[src/rtl/bus_pkg.sv]
// Shared constants for the peripheral bus controller: slave indices, address-map
// pages, FSM state encoding and the fallback read data.
package bus_pkg;

    localparam int N_SLV_DEF = 7;

    // One-hot slave indices
    localparam int SLV_RAM     = 0;
    localparam int SLV_BIN2BCD = 1;
    localparam int SLV_DIV     = 2;
    localparam int SLV_MULT    = 3;
    localparam int SLV_GPIO    = 4;
    localparam int SLV_UART    = 5;
    localparam int SLV_SCREEN  = 6;

    // Address-map pages (cpu_addr[31:16]); anything else falls through to RAM
    localparam logic [15:0] PAGE_UART    = 16'h0040;
    localparam logic [15:0] PAGE_GPIO    = 16'h0041;
    localparam logic [15:0] PAGE_MULT    = 16'h0042;
    localparam logic [15:0] PAGE_DIV     = 16'h0043;
    localparam logic [15:0] PAGE_BIN2BCD = 16'h0044;
    localparam logic [15:0] PAGE_SCREEN  = 16'h0045;

    // FSM state encoding
    typedef logic [1:0] bus_state_t;
    localparam bus_state_t ST_IDLE   = 2'd0;
    localparam bus_state_t ST_ACCESS = 2'd1;
    localparam bus_state_t ST_WAIT   = 2'd2;
    localparam bus_state_t ST_DONE   = 2'd3;

    // Read data returned on timeout or on a select that maps to no slave
    localparam logic [31:0] BUS_DEFAULT_RDATA = 32'h6666_6666;

    function automatic logic [15:0] addr_page(input logic [31:0] addr);
        return addr[31:16];
    endfunction

endpackage

[src/rtl/periph_bus_ctrl_if.sv]
// Bundle of CPU-side and peripheral-side signals of the bus controller.
//
// Handshake: the CPU raises cpu_rstrb (read) or a nonzero cpu_wmask (write) for
// one cycle while the controller is idle. The controller answers with
// cpu_rbusy/cpu_wbusy high from the next cycle until the access completes; the
// cycle busy drops is the completion cycle, and for reads cpu_rdata is valid
// from then on. Towards the peripherals, per_cs stays selected for the whole
// access, per_rd/per_wr pulse for exactly one cycle, and the selected slave
// answers by raising its per_ready bit together with its per_rdata word.
//
// Modport master: the controller (it masters the peripheral bus).
// Modport slave : the environment (CPU plus peripherals).
interface periph_bus_ctrl_if #(
    parameter int N_SLV = 7
);
    logic [31:0]        cpu_addr;
    logic               cpu_rstrb;
    logic [3:0]         cpu_wmask;
    logic [31:0]        cpu_rdata;
    logic               cpu_rbusy;
    logic               cpu_wbusy;
    logic [N_SLV-1:0]   per_cs;
    logic               per_rd;
    logic               per_wr;
    logic [31:0]        per_addr;
    logic [32*N_SLV-1:0] per_rdata;
    logic [N_SLV-1:0]   per_ready;
    logic [31:0]        err_addr;
    logic               err_irq;
    logic               err_clr;

    modport master (
        input  cpu_addr, cpu_rstrb, cpu_wmask, per_rdata, per_ready, err_clr,
        output cpu_rdata, cpu_rbusy, cpu_wbusy, per_cs, per_rd, per_wr,
               per_addr, err_addr, err_irq
    );

    modport slave (
        output cpu_addr, cpu_rstrb, cpu_wmask, per_rdata, per_ready, err_clr,
        input  cpu_rdata, cpu_rbusy, cpu_wbusy, per_cs, per_rd, per_wr,
               per_addr, err_addr, err_irq
    );
endinterface

[src/rtl/bus_addr_decode.sv]
// Combinational address decoder: cpu_addr[31:16] page to one-hot slave select.
// Pages whose slave index does not fit in N_SLV yield an all-zero select.
module bus_addr_decode
    import bus_pkg::*;
#(
    parameter int N_SLV = N_SLV_DEF
) (
    input  logic [15:0]      page_i,
    output logic [N_SLV-1:0] cs_o
);

    logic [2:0] idx;

    // Map the page to a slave index, then expand to one-hot
    always_comb begin
        idx  = 3'(SLV_RAM);
        cs_o = '0;
        case (page_i)
            PAGE_UART:    idx = 3'(SLV_UART);
            PAGE_GPIO:    idx = 3'(SLV_GPIO);
            PAGE_MULT:    idx = 3'(SLV_MULT);
            PAGE_DIV:     idx = 3'(SLV_DIV);
            PAGE_BIN2BCD: idx = 3'(SLV_BIN2BCD);
            PAGE_SCREEN:  idx = 3'(SLV_SCREEN);
            default:      idx = 3'(SLV_RAM);
        endcase
        for (int i = 0; i < N_SLV; i++) begin
            cs_o[i] = (int'(idx) == i);
        end
    end

endmodule

[src/rtl/periph_bus_ctrl.sv]
// Peripheral bus controller: sequences CPU loads/stores onto the SoC peripheral
// bus (decode, one-cycle strobe, ready wait with timeout, read-data return).
// Optional feature macro: BUS_ERR_LOG_EN enables the timeout error log
// (err_addr / sticky err_irq with err_clr).
module periph_bus_ctrl
    import bus_pkg::*;
#(
    parameter int          N_SLV         = N_SLV_DEF,
    parameter int          TIMEOUT       = 255,
    parameter logic [31:0] DEFAULT_RDATA = BUS_DEFAULT_RDATA
) (
    input  logic                 clk,
    input  logic                 resetn,
    periph_bus_ctrl_if.master    bus,
    output logic [1:0]           dbg_state_o
);

    bus_state_t       state_q, state_d;
    logic [N_SLV-1:0] cs_q, cs_d, dec_cs;
    logic [31:0]      addr_q, addr_d;
    logic [31:0]      rdata_q, rdata_d;
    logic             wr_q, wr_d;
    logic [15:0]      cnt_q, cnt_d, cnt_inc;
    logic             req;
    logic             sel_ready;
    logic             timeout_hit;
    logic [31:0]      sel_rdata;

    bus_addr_decode #(.N_SLV(N_SLV)) u_decode (
        .page_i (addr_page(bus.cpu_addr)),
        .cs_o   (dec_cs)
    );

    // A nonzero write mask makes the access a write even if rstrb is also set
    assign req         = bus.cpu_rstrb | (|bus.cpu_wmask);
    assign sel_ready   = |(bus.per_ready & cs_q);
    assign timeout_hit = (cnt_q >= 16'(TIMEOUT));
    assign cnt_inc     = (cnt_q == 16'hFFFF) ? cnt_q : cnt_q + 16'd1;

    // Read-data mux over the latched one-hot select
    always_comb begin
        sel_rdata = '0;
        for (int i = 0; i < N_SLV; i++) begin
            if (cs_q[i]) sel_rdata = sel_rdata | bus.per_rdata[32*i +: 32];
        end
    end

    // Access sequencer: IDLE -> ACCESS -> (WAIT) -> DONE -> IDLE
    always_comb begin
        state_d = state_q;
        cs_d    = cs_q;
        addr_d  = addr_q;
        wr_d    = wr_q;
        cnt_d   = cnt_q;
        rdata_d = rdata_q;
        case (state_q)
            ST_IDLE: begin
                if (req) begin
                    state_d = ST_ACCESS;
                    cs_d    = dec_cs;
                    addr_d  = bus.cpu_addr;
                    wr_d    = |bus.cpu_wmask;
                    cnt_d   = '0;
                end
            end
            ST_ACCESS: begin
                cnt_d = cnt_inc;
                if (cs_q[SLV_RAM] || (cs_q == '0)) begin
                    // RAM answers in a fixed cycle; an empty select has no one to wait for
                    state_d = ST_DONE;
                    if (!wr_q) rdata_d = cs_q[SLV_RAM] ? sel_rdata : DEFAULT_RDATA;
                end else begin
                    state_d = ST_WAIT;
                end
            end
            ST_WAIT: begin
                cnt_d = cnt_inc;
                if (sel_ready) begin
                    state_d = ST_DONE;
                    if (!wr_q) rdata_d = sel_rdata;
                end else if (timeout_hit) begin
                    state_d = ST_DONE;
                    if (!wr_q) rdata_d = DEFAULT_RDATA;
                end
            end
            ST_DONE: begin
                state_d = ST_IDLE;
                cs_d    = '0;
            end
            default: state_d = ST_IDLE;
        endcase
    end

    // Sequencer registers; reset aborts any access in flight
    always_ff @(posedge clk or negedge resetn) begin
        if (!resetn) begin
            state_q <= ST_IDLE;
            cs_q    <= '0;
            addr_q  <= '0;
            wr_q    <= 1'b0;
            cnt_q   <= '0;
            rdata_q <= '0;
        end else begin
            state_q <= state_d;
            cs_q    <= cs_d;
            addr_q  <= addr_d;
            wr_q    <= wr_d;
            cnt_q   <= cnt_d;
            rdata_q <= rdata_d;
        end
    end

    assign bus.cpu_rdata = rdata_q;
    assign bus.cpu_rbusy = ((state_q == ST_ACCESS) || (state_q == ST_WAIT)) && !wr_q;
    assign bus.cpu_wbusy = ((state_q == ST_ACCESS) || (state_q == ST_WAIT)) &&  wr_q;
    assign bus.per_cs    = cs_q;
    assign bus.per_rd    = (state_q == ST_ACCESS) && !wr_q;
    assign bus.per_wr    = (state_q == ST_ACCESS) &&  wr_q;
    assign bus.per_addr  = addr_q;
    assign dbg_state_o   = state_q;

`ifdef BUS_ERR_LOG_EN
    logic [31:0] err_addr_q, err_addr_d;
    logic        err_irq_q, err_irq_d;
    logic        timeout_evt;

    // A ready arriving on the timeout cycle is a normal completion, not an error
    assign timeout_evt = (state_q == ST_WAIT) && !sel_ready && timeout_hit;

    // Error log: a new timeout outranks a simultaneous clear
    always_comb begin
        err_addr_d = err_addr_q;
        err_irq_d  = err_irq_q;
        if (timeout_evt) begin
            err_addr_d = addr_q;
            err_irq_d  = 1'b1;
        end else if (bus.err_clr) begin
            err_irq_d  = 1'b0;
        end
    end

    // Error log registers
    always_ff @(posedge clk or negedge resetn) begin
        if (!resetn) begin
            err_addr_q <= '0;
            err_irq_q  <= 1'b0;
        end else begin
            err_addr_q <= err_addr_d;
            err_irq_q  <= err_irq_d;
        end
    end

    assign bus.err_addr = err_addr_q;
    assign bus.err_irq  = err_irq_q;
`else
    logic unused_err_clr;

    assign unused_err_clr = bus.err_clr;
    assign bus.err_addr   = '0;
    assign bus.err_irq    = 1'b0;
`endif

endmodule

[src/flat_wrapper.sv]
// flat-port wrapper written by rule: the top's interface ports become plain ports
module periph_bus_ctrl_flat import bus_pkg::*;
#(
    parameter int          N_SLV         = N_SLV_DEF,
    parameter int          TIMEOUT       = 255,
    parameter logic [31:0] DEFAULT_RDATA = BUS_DEFAULT_RDATA
)
  (clk, resetn, dbg_state_o, bus_cpu_addr, bus_cpu_rstrb, bus_cpu_wmask, bus_per_rdata, bus_per_ready, bus_err_clr, bus_cpu_rdata, bus_cpu_rbusy, bus_cpu_wbusy, bus_per_cs, bus_per_rd, bus_per_wr, bus_per_addr, bus_err_addr, bus_err_irq);
  periph_bus_ctrl_if #(.N_SLV(N_SLV)) bus_i ();
  input  logic clk;
  input  logic resetn;
  output logic [1:0] dbg_state_o;
  input wire logic [$bits(bus_i.cpu_addr)-1:0] bus_cpu_addr;
  input wire logic [$bits(bus_i.cpu_rstrb)-1:0] bus_cpu_rstrb;
  input wire logic [$bits(bus_i.cpu_wmask)-1:0] bus_cpu_wmask;
  input wire logic [$bits(bus_i.per_rdata)-1:0] bus_per_rdata;
  input wire logic [$bits(bus_i.per_ready)-1:0] bus_per_ready;
  input wire logic [$bits(bus_i.err_clr)-1:0] bus_err_clr;
  output wire logic [$bits(bus_i.cpu_rdata)-1:0] bus_cpu_rdata;
  output wire logic [$bits(bus_i.cpu_rbusy)-1:0] bus_cpu_rbusy;
  output wire logic [$bits(bus_i.cpu_wbusy)-1:0] bus_cpu_wbusy;
  output wire logic [$bits(bus_i.per_cs)-1:0] bus_per_cs;
  output wire logic [$bits(bus_i.per_rd)-1:0] bus_per_rd;
  output wire logic [$bits(bus_i.per_wr)-1:0] bus_per_wr;
  output wire logic [$bits(bus_i.per_addr)-1:0] bus_per_addr;
  output wire logic [$bits(bus_i.err_addr)-1:0] bus_err_addr;
  output wire logic [$bits(bus_i.err_irq)-1:0] bus_err_irq;
  assign bus_i.cpu_addr = bus_cpu_addr;
  assign bus_i.cpu_rstrb = bus_cpu_rstrb;
  assign bus_i.cpu_wmask = bus_cpu_wmask;
  assign bus_i.per_rdata = bus_per_rdata;
  assign bus_i.per_ready = bus_per_ready;
  assign bus_i.err_clr = bus_err_clr;
  assign bus_cpu_rdata = bus_i.cpu_rdata;
  assign bus_cpu_rbusy = bus_i.cpu_rbusy;
  assign bus_cpu_wbusy = bus_i.cpu_wbusy;
  assign bus_per_cs = bus_i.per_cs;
  assign bus_per_rd = bus_i.per_rd;
  assign bus_per_wr = bus_i.per_wr;
  assign bus_per_addr = bus_i.per_addr;
  assign bus_err_addr = bus_i.err_addr;
  assign bus_err_irq = bus_i.err_irq;
  periph_bus_ctrl #(.N_SLV(N_SLV), .TIMEOUT(TIMEOUT), .DEFAULT_RDATA(DEFAULT_RDATA)) u_core (.clk(clk), .resetn(resetn), .bus(bus_i), .dbg_state_o(dbg_state_o));
endmodule
[config.mk]
export PLATFORM = sky130hd
export DESIGN_NAME = periph_bus_ctrl_flat
export DESIGN_NICKNAME = d
export VERILOG_FILES = /design/src/rtl/bus_pkg.sv /design/src/rtl/periph_bus_ctrl_if.sv /design/src/rtl/bus_addr_decode.sv /design/src/rtl/periph_bus_ctrl.sv /design/src/flat_wrapper.sv
export SDC_FILE = /design/constraint.sdc
export NUM_CORES = 1
export LEC_CHECK = 0
export CAP_MARGIN = 10
export CORE_AREA = 2 2 150 152
export DETAILED_ROUTE_END_ITERATION = 7
export DIE_AREA = 0 0 152 154
export PLACE_DENSITY_LB_ADDON = 0.3
export SETUP_SLACK_MARGIN = 0.4
export SYNTH_ARGS = -nofsm -noshare
export SYNTH_HDL_FRONTEND = slang
export SYNTH_SLANG_ARGS = --single-unit
[constraint.sdc]
create_clock -name clk -period 2.3 [get_ports clk]
set_input_delay 0.345 -clock clk [delete_from_list [all_inputs] [get_ports clk]]
set_output_delay 0.345 -clock clk [all_outputs]
set_load 0.05 [all_outputs]
==> results of run 1 <==
power breakdown:
part	total (mW)	internal [mW]	switching, mW
combinational	8.03	3.68	4.35
clock	1.55	0.858	0.690
sequential	2.51	2.17	0.343
total	12.1	6.70	5.38
routing by layer:
layer	vias up	GRT usage, %
met5	-	0
met4	0	7.388
met3	36	6.201
met2	271	35.05
met1	2889	23.08
li1	2735	-
stage by stage:
stage               hold slack, ns  TNS (ns)  power, mW
floorplan                  0.04941         0      7.214
CTS                         0.4928         0      11.84
global placement            0.3741    -2.216      9.704
detailed placement          0.3653    -3.113      9.763
global route                0.4482         0      12.66
finish                      0.4277         0      12.09
worst min-delay path by stage:
stage	startpoint	endpoint	slack (ns)	depth (start not counted)
finish	bus_cpu_wmask[3]	u_core.wr_q$_DFFE_PN0P_	0.43	3
global route	bus_cpu_wmask[3]	u_core.wr_q$_DFFE_PN0P_	0.45	3
CTS	u_core.bus.cpu_rdata[18]$_DFFE_PN0P_	u_core.bus.cpu_rdata[18]$_DFFE_PN0P_	0.49	1
detailed placement	resetn	u_core.bus.per_addr[7]$_DFFE_PN0P_	0.37	1
global placement	resetn	u_core.bus.per_addr[7]$_DFFE_PN0P_	0.37	1
floorplan	resetn	u_core.bus.cpu_rdata[0]$_DFFE_PN0P_	0.05	0
synth_stat cells (10+ instances only):
cell type	count	area, µm²
nand4_1	19	118.9
a21oi_1	13	65.06
a22oi_1	64	480.5
clkbuf_1	27	101.4
a222oi_1	32	320.3
nand2_1	26	97.59
dfrtp_1	90	2252
mux2_4	30	450.4
mux2_1	34	382.9
nand3_1	10	50.05
buf_4	34	255.2
a31oi_1	17	106.4
layout make-up:
type / instances / area, µm² / area share (%)
Antenna cell: 7 / 17.52 / 0.1701
Clock buffer: 10 / 229.0 / 2.223
Clock inverter: 6 / 72.57 / 0.7046
Inverter: 7 / 28.78 / 0.2794
Multi-Input combinational cell: 372 / 3097 / 30.07
Sequential cell: 90 / 2258 / 21.93
Tap cell: 280 / 350.3 / 3.401
Timing Repair Buffer: 404 / 4247 / 41.23
cell families after synthesis:
logic type | share of synthesized area, %
compound gates | 22.84
fa+ha+maj | 1.350
buf+inv | 9.518
flops | 40.50
mux | 15.35
other cells | 0.06744
simple gates | 10.37
worst max-delay path: cells and delay by family, from the launching register on:
| kind | cells | cell delay (ns) |
|---|---|---|
| AOI/OAI and AO/OA | 1 | 0.32 |
| adders and majority gates | 1 | 0.12 |
| DFF | 1 | 0.43 |
| muxes | 1 | 0.29 |
| buffers and inverters | 3 | 0.36 |
| and+or+nand+nor | 3 | 0.52 |
timing repair:
item,in CTS,in global routing
endpoints found under the hold margin,35,0
pin swaps,11,14
cloned,2,3
endpoints found under the setup margin,71,118
setup buffers,11,6
hold buffers,1,0
resized for setup,42,67
sequential cells by signal, indices dropped and copies added (netlist names):
signal and flops:
u_core.bus.cpu_rdata 32, u_core.bus.per_addr 32, u_core.cnt_q 16, u_core.bus.per_cs 7, u_core.dbg_state_o 2, u_core.wr_q 1
==> flow_summary.json, run 1 <==
{
  "reg2reg_from": "u_core.dbg_state_o[0]$_DFFE_PN0P_",
  "irDropWorstVdd_uv": 866.4,
  "final_cell_mix": "clkdlybuf4s50_1, dfrtp_1, a22oi_1",
  "worstSetupPathType": "flop to flop",
  "grt_overflow": 0,
  "dp.cells": 1130,
  "wl_met2_um": 12340,
  "antenna_found_initial": 6,
  "r2r_cells": 9,
  "route.met3.wl_um": 1850,
  "hold_path_class": "input pin to flop",
  "cp.arrival_ns": 2.40,
  "regToRegSetupSlack_ns": 0.13,
  "cts.sinks": 90,
  "synth-main-ff-cell": "dfrtp_1",
  "gp_congestion": 0.8332,
  "utilization_pct": 47.49,
  "syn_to_final_growth_pct": 85.24,
  "ys_ff_latch": 90,
  "drt-initial-drc-count": 469,
  "clockRootBuffer": "clkbuf_16",
  "numCtsBuffers": 9,
  "core-area_um2": 21690,
  "hpwlAfterDp_um": 18170,
  "layout.nets": 1161,
  "fin_crit_sh_pct": 94.21,
  "crit_chain": "inv_4 -> ha_4 -> nor4b_4 -> nand4_1 -> a311o_1 -> and4b_4 -> buf_12 -> clkbuf_16 -> mux2_4",
  "ant_nets": 0,
  "clk_latency_ns": 0.36,
  "synth_edf_count": 0,
  "final_common_cell": "clkdlybuf4s50_1",
  "fin_skew_ns": 0.01385,
  "initial_utilization_pct": 25.64,
  "grt_pass1_wl_um": 36450,
  "finalMaxSlewViolations": 0,
  "pre_cts_slack_ns": -0.1120,
  "vias": 5931,
  "htreeDepth": 3,
  "hold_violations": 0,
  "die_y_um": 154,
  "relSlewSlack_pct": 61.78,
  "dieArea_um2": 23410,
  "violations": "DRC",
  "status": "finished with violations",
  "setup_ws_ns": 0.1332,
  "grt_setup_unrepaired": "true",
  "port_buffers": 346,
  "clk_pin_slew_ns": 0.08,
  "synthArstFlopShare_pct": 100.0,
  "drive_gt1_share_pct": 18.00,
  "cp_slowest_cell": "dfrtp_2",
  "ios": 381,
  "worstPathMaxFanout": 5,
  "syn_area_um2": 5560,
  "ys.warnings.count": 0,
  "start_kind": "flop",
  "cp-end-kind": "flop",
  "netlist_instances": 512,
  "cp-startpoint": "u_core.dbg_state_o[0]$_DFFE_PN0P_",
  "leakage_nw": 4.381,
  "drc": 2,
  "synth_seq_area_share_pct": 40.50,
  "power.density_nw_per_um2": 1173,
  "place_area_um2": 9453,
  "top_layer_used": "met4",
  "r2r-end": "u_core.bus.cpu_rdata[10]$_DFFE_PN0P_",
  "wl_met1_um": 9709,
  "synth.distinct_cells": 48,
  "cp-endpoint": "u_core.bus.cpu_rdata[10]$_DFFE_PN0P_",
  "synth_area_per_cell_um2": 10.86,
  "cap_viol_max_count": 0,
  "num-fill-cells": 2024,
  "setup_viol": 0,
  "die_w_um": 152,
  "final_cells": 1176,
  "grt_max_degree": 39,
  "tightestPinTransition_ns": 0.5756,
  "vias_per_cell": 5.043,
  "first_global_vias": 6116,
  "cts_tree": "built",
  "wl_per_cell_um": 20.86,
  "worstPathRequired_ns": 2.54,
  "grt_usage_pct": 20.05,
  "placementRows": 54,
  "drt-total-wl_um": 24530,
  "fmax_mhz": 461.5,
  "clockBufferDepth": 2,
  "finalCriticalPeriod_ns": 2.167,
  "fin_area_um2": 10300,
  "drtPass1Iterations": 8,
  "cp_slowest_stage_delay_ns": 0.43
}
No activity file was read; power rests on OpenSTA's default activity.
==> run 2: changes to the inputs <==
--- a/config.mk
+++ b/config.mk
@@ -9,6 +9,7 @@
 export CORE_AREA = 2 2 150 152
 export DETAILED_ROUTE_END_ITERATION = 7
 export DIE_AREA = 0 0 152 154
+export GPL_TIMING_DRIVEN = 0
 export PLACE_DENSITY_LB_ADDON = 0.3
 export SETUP_SLACK_MARGIN = 0.4
 export SYNTH_ARGS = -nofsm -noshare
==> run 2 against run 1 <==
  * Power grew 2.0%
  * Design area rose by 3.3%
  * Register-to-register slack about the same
  * The flow now finishes without violations
  * Sequential share of layout area fell by 0.71 points
  * Largest cell class unchanged
  * Combinational power up 2%
  * Routed wire length up 8.5%
  * Critical path depth fell by 1
==> flow_summary.json, run 2 (synthesis results as in run 1) <==
{
  "pre_cts_slack_ns": -0.7048,
  "antenna_found_initial": 6,
  "first_global_vias": 6393,
  "die_w_um": 152,
  "ios": 381,
  "gp_congestion": 0.8718,
  "drt-initial-drc-count": 453,
  "cp-end-kind": "flop",
  "leakage_nw": 4.632,
  "clk_pin_slew_ns": 0.08,
  "port_buffers": 346,
  "layout.nets": 1220,
  "cp.arrival_ns": 2.41,
  "clockRootBuffer": "clkbuf_16",
  "power.density_nw_per_um2": 1159,
  "hold_path_class": "input pin to flop",
  "reg2reg_from": "u_core.bus.per_cs[5]$_DFFE_PN0P_",
  "syn_to_final_growth_pct": 91.27,
  "finalMaxSlewViolations": 0,
  "regToRegSetupSlack_ns": 0.13,
  "fmax_mhz": 461.4,
  "numCtsBuffers": 9,
  "worstSetupPathType": "flop to flop",
  "fin_crit_sh_pct": 94.23,
  "vias": 6191,
  "irDropWorstVdd_uv": 962.9,
  "worstPathMaxFanout": 10,
  "r2r-end": "u_core.bus.cpu_rdata[14]$_DFFE_PN0P_",
  "tightestPinTransition_ns": 0.7641,
  "dieArea_um2": 23410,
  "holdPathEnd": "u_core.wr_q$_DFFE_PN0P_",
  "initial_utilization_pct": 25.64,
  "relSlewSlack_pct": 49.06,
  "wl_per_cell_um": 21.57,
  "r2r_cells": 8,
  "holdPathStages": 3,
  "clk_latency_ns": 0.36,
  "core-area_um2": 21690,
  "finalCriticalPeriod_ns": 2.167,
  "drc": 0,
  "setup_tns_ns": 0,
  "worstPathRequired_ns": 2.54,
  "num-fill-cells": 2009,
  "placementRows": 54,
  "grt_setup_unrepaired": "true",
  "fin_skew_ns": 0.009486,
  "grt_overflow": 0,
  "ant_nets": 0,
  "worstHoldStart": "bus_cpu_wmask[1]",
  "drt-total-wl_um": 26620,
  "vias_per_cell": 5.017,
  "clockBufferDepth": 2,
  "start_kind": "flop",
  "die_y_um": 154,
  "cts.sinks": 90,
  "grt_pass1_wl_um": 39100,
  "htreeDepth": 3,
  "hold_violations": 0,
  "setup_ws_ns": 0.1327,
  "cap_viol_max_count": 0,
  "final_cell_mix": "clkdlybuf4s50_1, dfrtp_1, buf_4",
  "fin_hold_ws_ns": 0.4247,
  "hpwlAfterDp_um": 19930,
  "status": "completed",
  "final_common_cell": "clkdlybuf4s50_1",
  "drive_gt1_share_pct": 20.57,
  "setup_viol": 0,
  "grt_usage_pct": 21.78,
  "cts_tree": "built",
  "grt_max_degree": 57,
  "drtPass1Iterations": 7
}
-- run 2: cell count changes in the layout (fill, tap and decap cells not counted), moves of 3 or more --
cell	before	now
a21oi_1	9	6
a21oi_2	3	6
buf_12	16	3
buf_4	39	65
buf_6	9	17
buf_8	1	5
clkbuf_1	1	19
clkdlybuf4s50_1	276	282
dlygate4sd2_1	17	22
dlymetal6s2s_1	41	37
nand2_1	24	21
-- run 2: routing by layer --
layer  up-vias  track usage, %  wire length, µm
met5         -               0                0
met4         0           8.367              741
met3        38           5.327             1732
met2       286           38.14            13640
met1      3018           25.77            10500
li1       2849               -                -
-- run 2: worst max path at each step --
stage / from / to / slack (ns)
finish: u_core.bus.per_cs[5]$_DFFE_PN0P_ / u_core.bus.cpu_rdata[14]$_DFFE_PN0P_ / 0.13
detailed placement: bus_per_ready[2] / u_core.bus.cpu_rdata[8]$_DFFE_PN0P_ / -0.70
CTS: u_core.dbg_state_o[0]$_DFFE_PN0P_ / u_core.bus.cpu_rdata[14]$_DFFE_PN0P_ / 0.09
global route: u_core.dbg_state_o[0]$_DFFE_PN0P_ / u_core.bus.cpu_rdata[20]$_DFFE_PN0P_ / 0.01
floorplan: u_core.dbg_state_o[0]$_DFFE_PN0P_ / u_core.bus.cpu_rdata[0]$_DFFE_PN0P_ / 0.05
global placement: resetn / u_core.bus.per_cs[2]$_DFFE_PN0P_ / -3.31
-- run 2: critical path, stage by stage (launching register included) --
cell     delay, ns
dfrtp_1       0.37
buf_2         0.22
a22oi_2       0.23
nand2_1       0.08
a311o_1       0.34
and4b_1       0.20
buf_6         0.16
buf_12        0.16
mux2_4        0.30
-- run 2: final cells by class --
type / instances / area (µm²) / share of cell area (%)
clock inverters: 7 / 95.09 / 0.8941
diodes: 6 / 15.01 / 0.1412
repair buffers: 388 / 3948 / 37.12
multi-input cells: 372 / 3126 / 29.39
well taps: 280 / 350.3 / 3.294
clock buffers: 9 / 225.2 / 2.118
inverters: 7 / 28.78 / 0.2706
flip-flops and latches: 90 / 2256 / 21.21
plain buffers: 75 / 591.8 / 5.565
-- run 2: per-stage QoR --
stage	util [%]	cells	cell area (µm²)	power, mW
global placement	43.98	1170	9539	9.622
global route	49.04	1234	10640	12.90
CTS	47.75	1219	10360	12.14
finish	49.04	1234	10640	12.32
detailed placement	44.10	1171	9564	9.663
floorplan	-	544	5725	7.214
-- run 2: what timing repair did --
action	in CTS	in global routing
endpoints found under the setup margin	99	114
hold buffers	1	0
buffers inserted	27	9
cloned	4	0
gates resized for setup	100	68
endpoints found under the hold margin	34	0
pin swaps	14	27
-- run 2: report_power, final --
group	internal, mW	total (mW)	switching, mW
Sequential	2.17	2.50	0.338
Combinational	3.75	8.19	4.45
Clock	0.877	1.62	0.748
Total	6.79	12.3	5.53
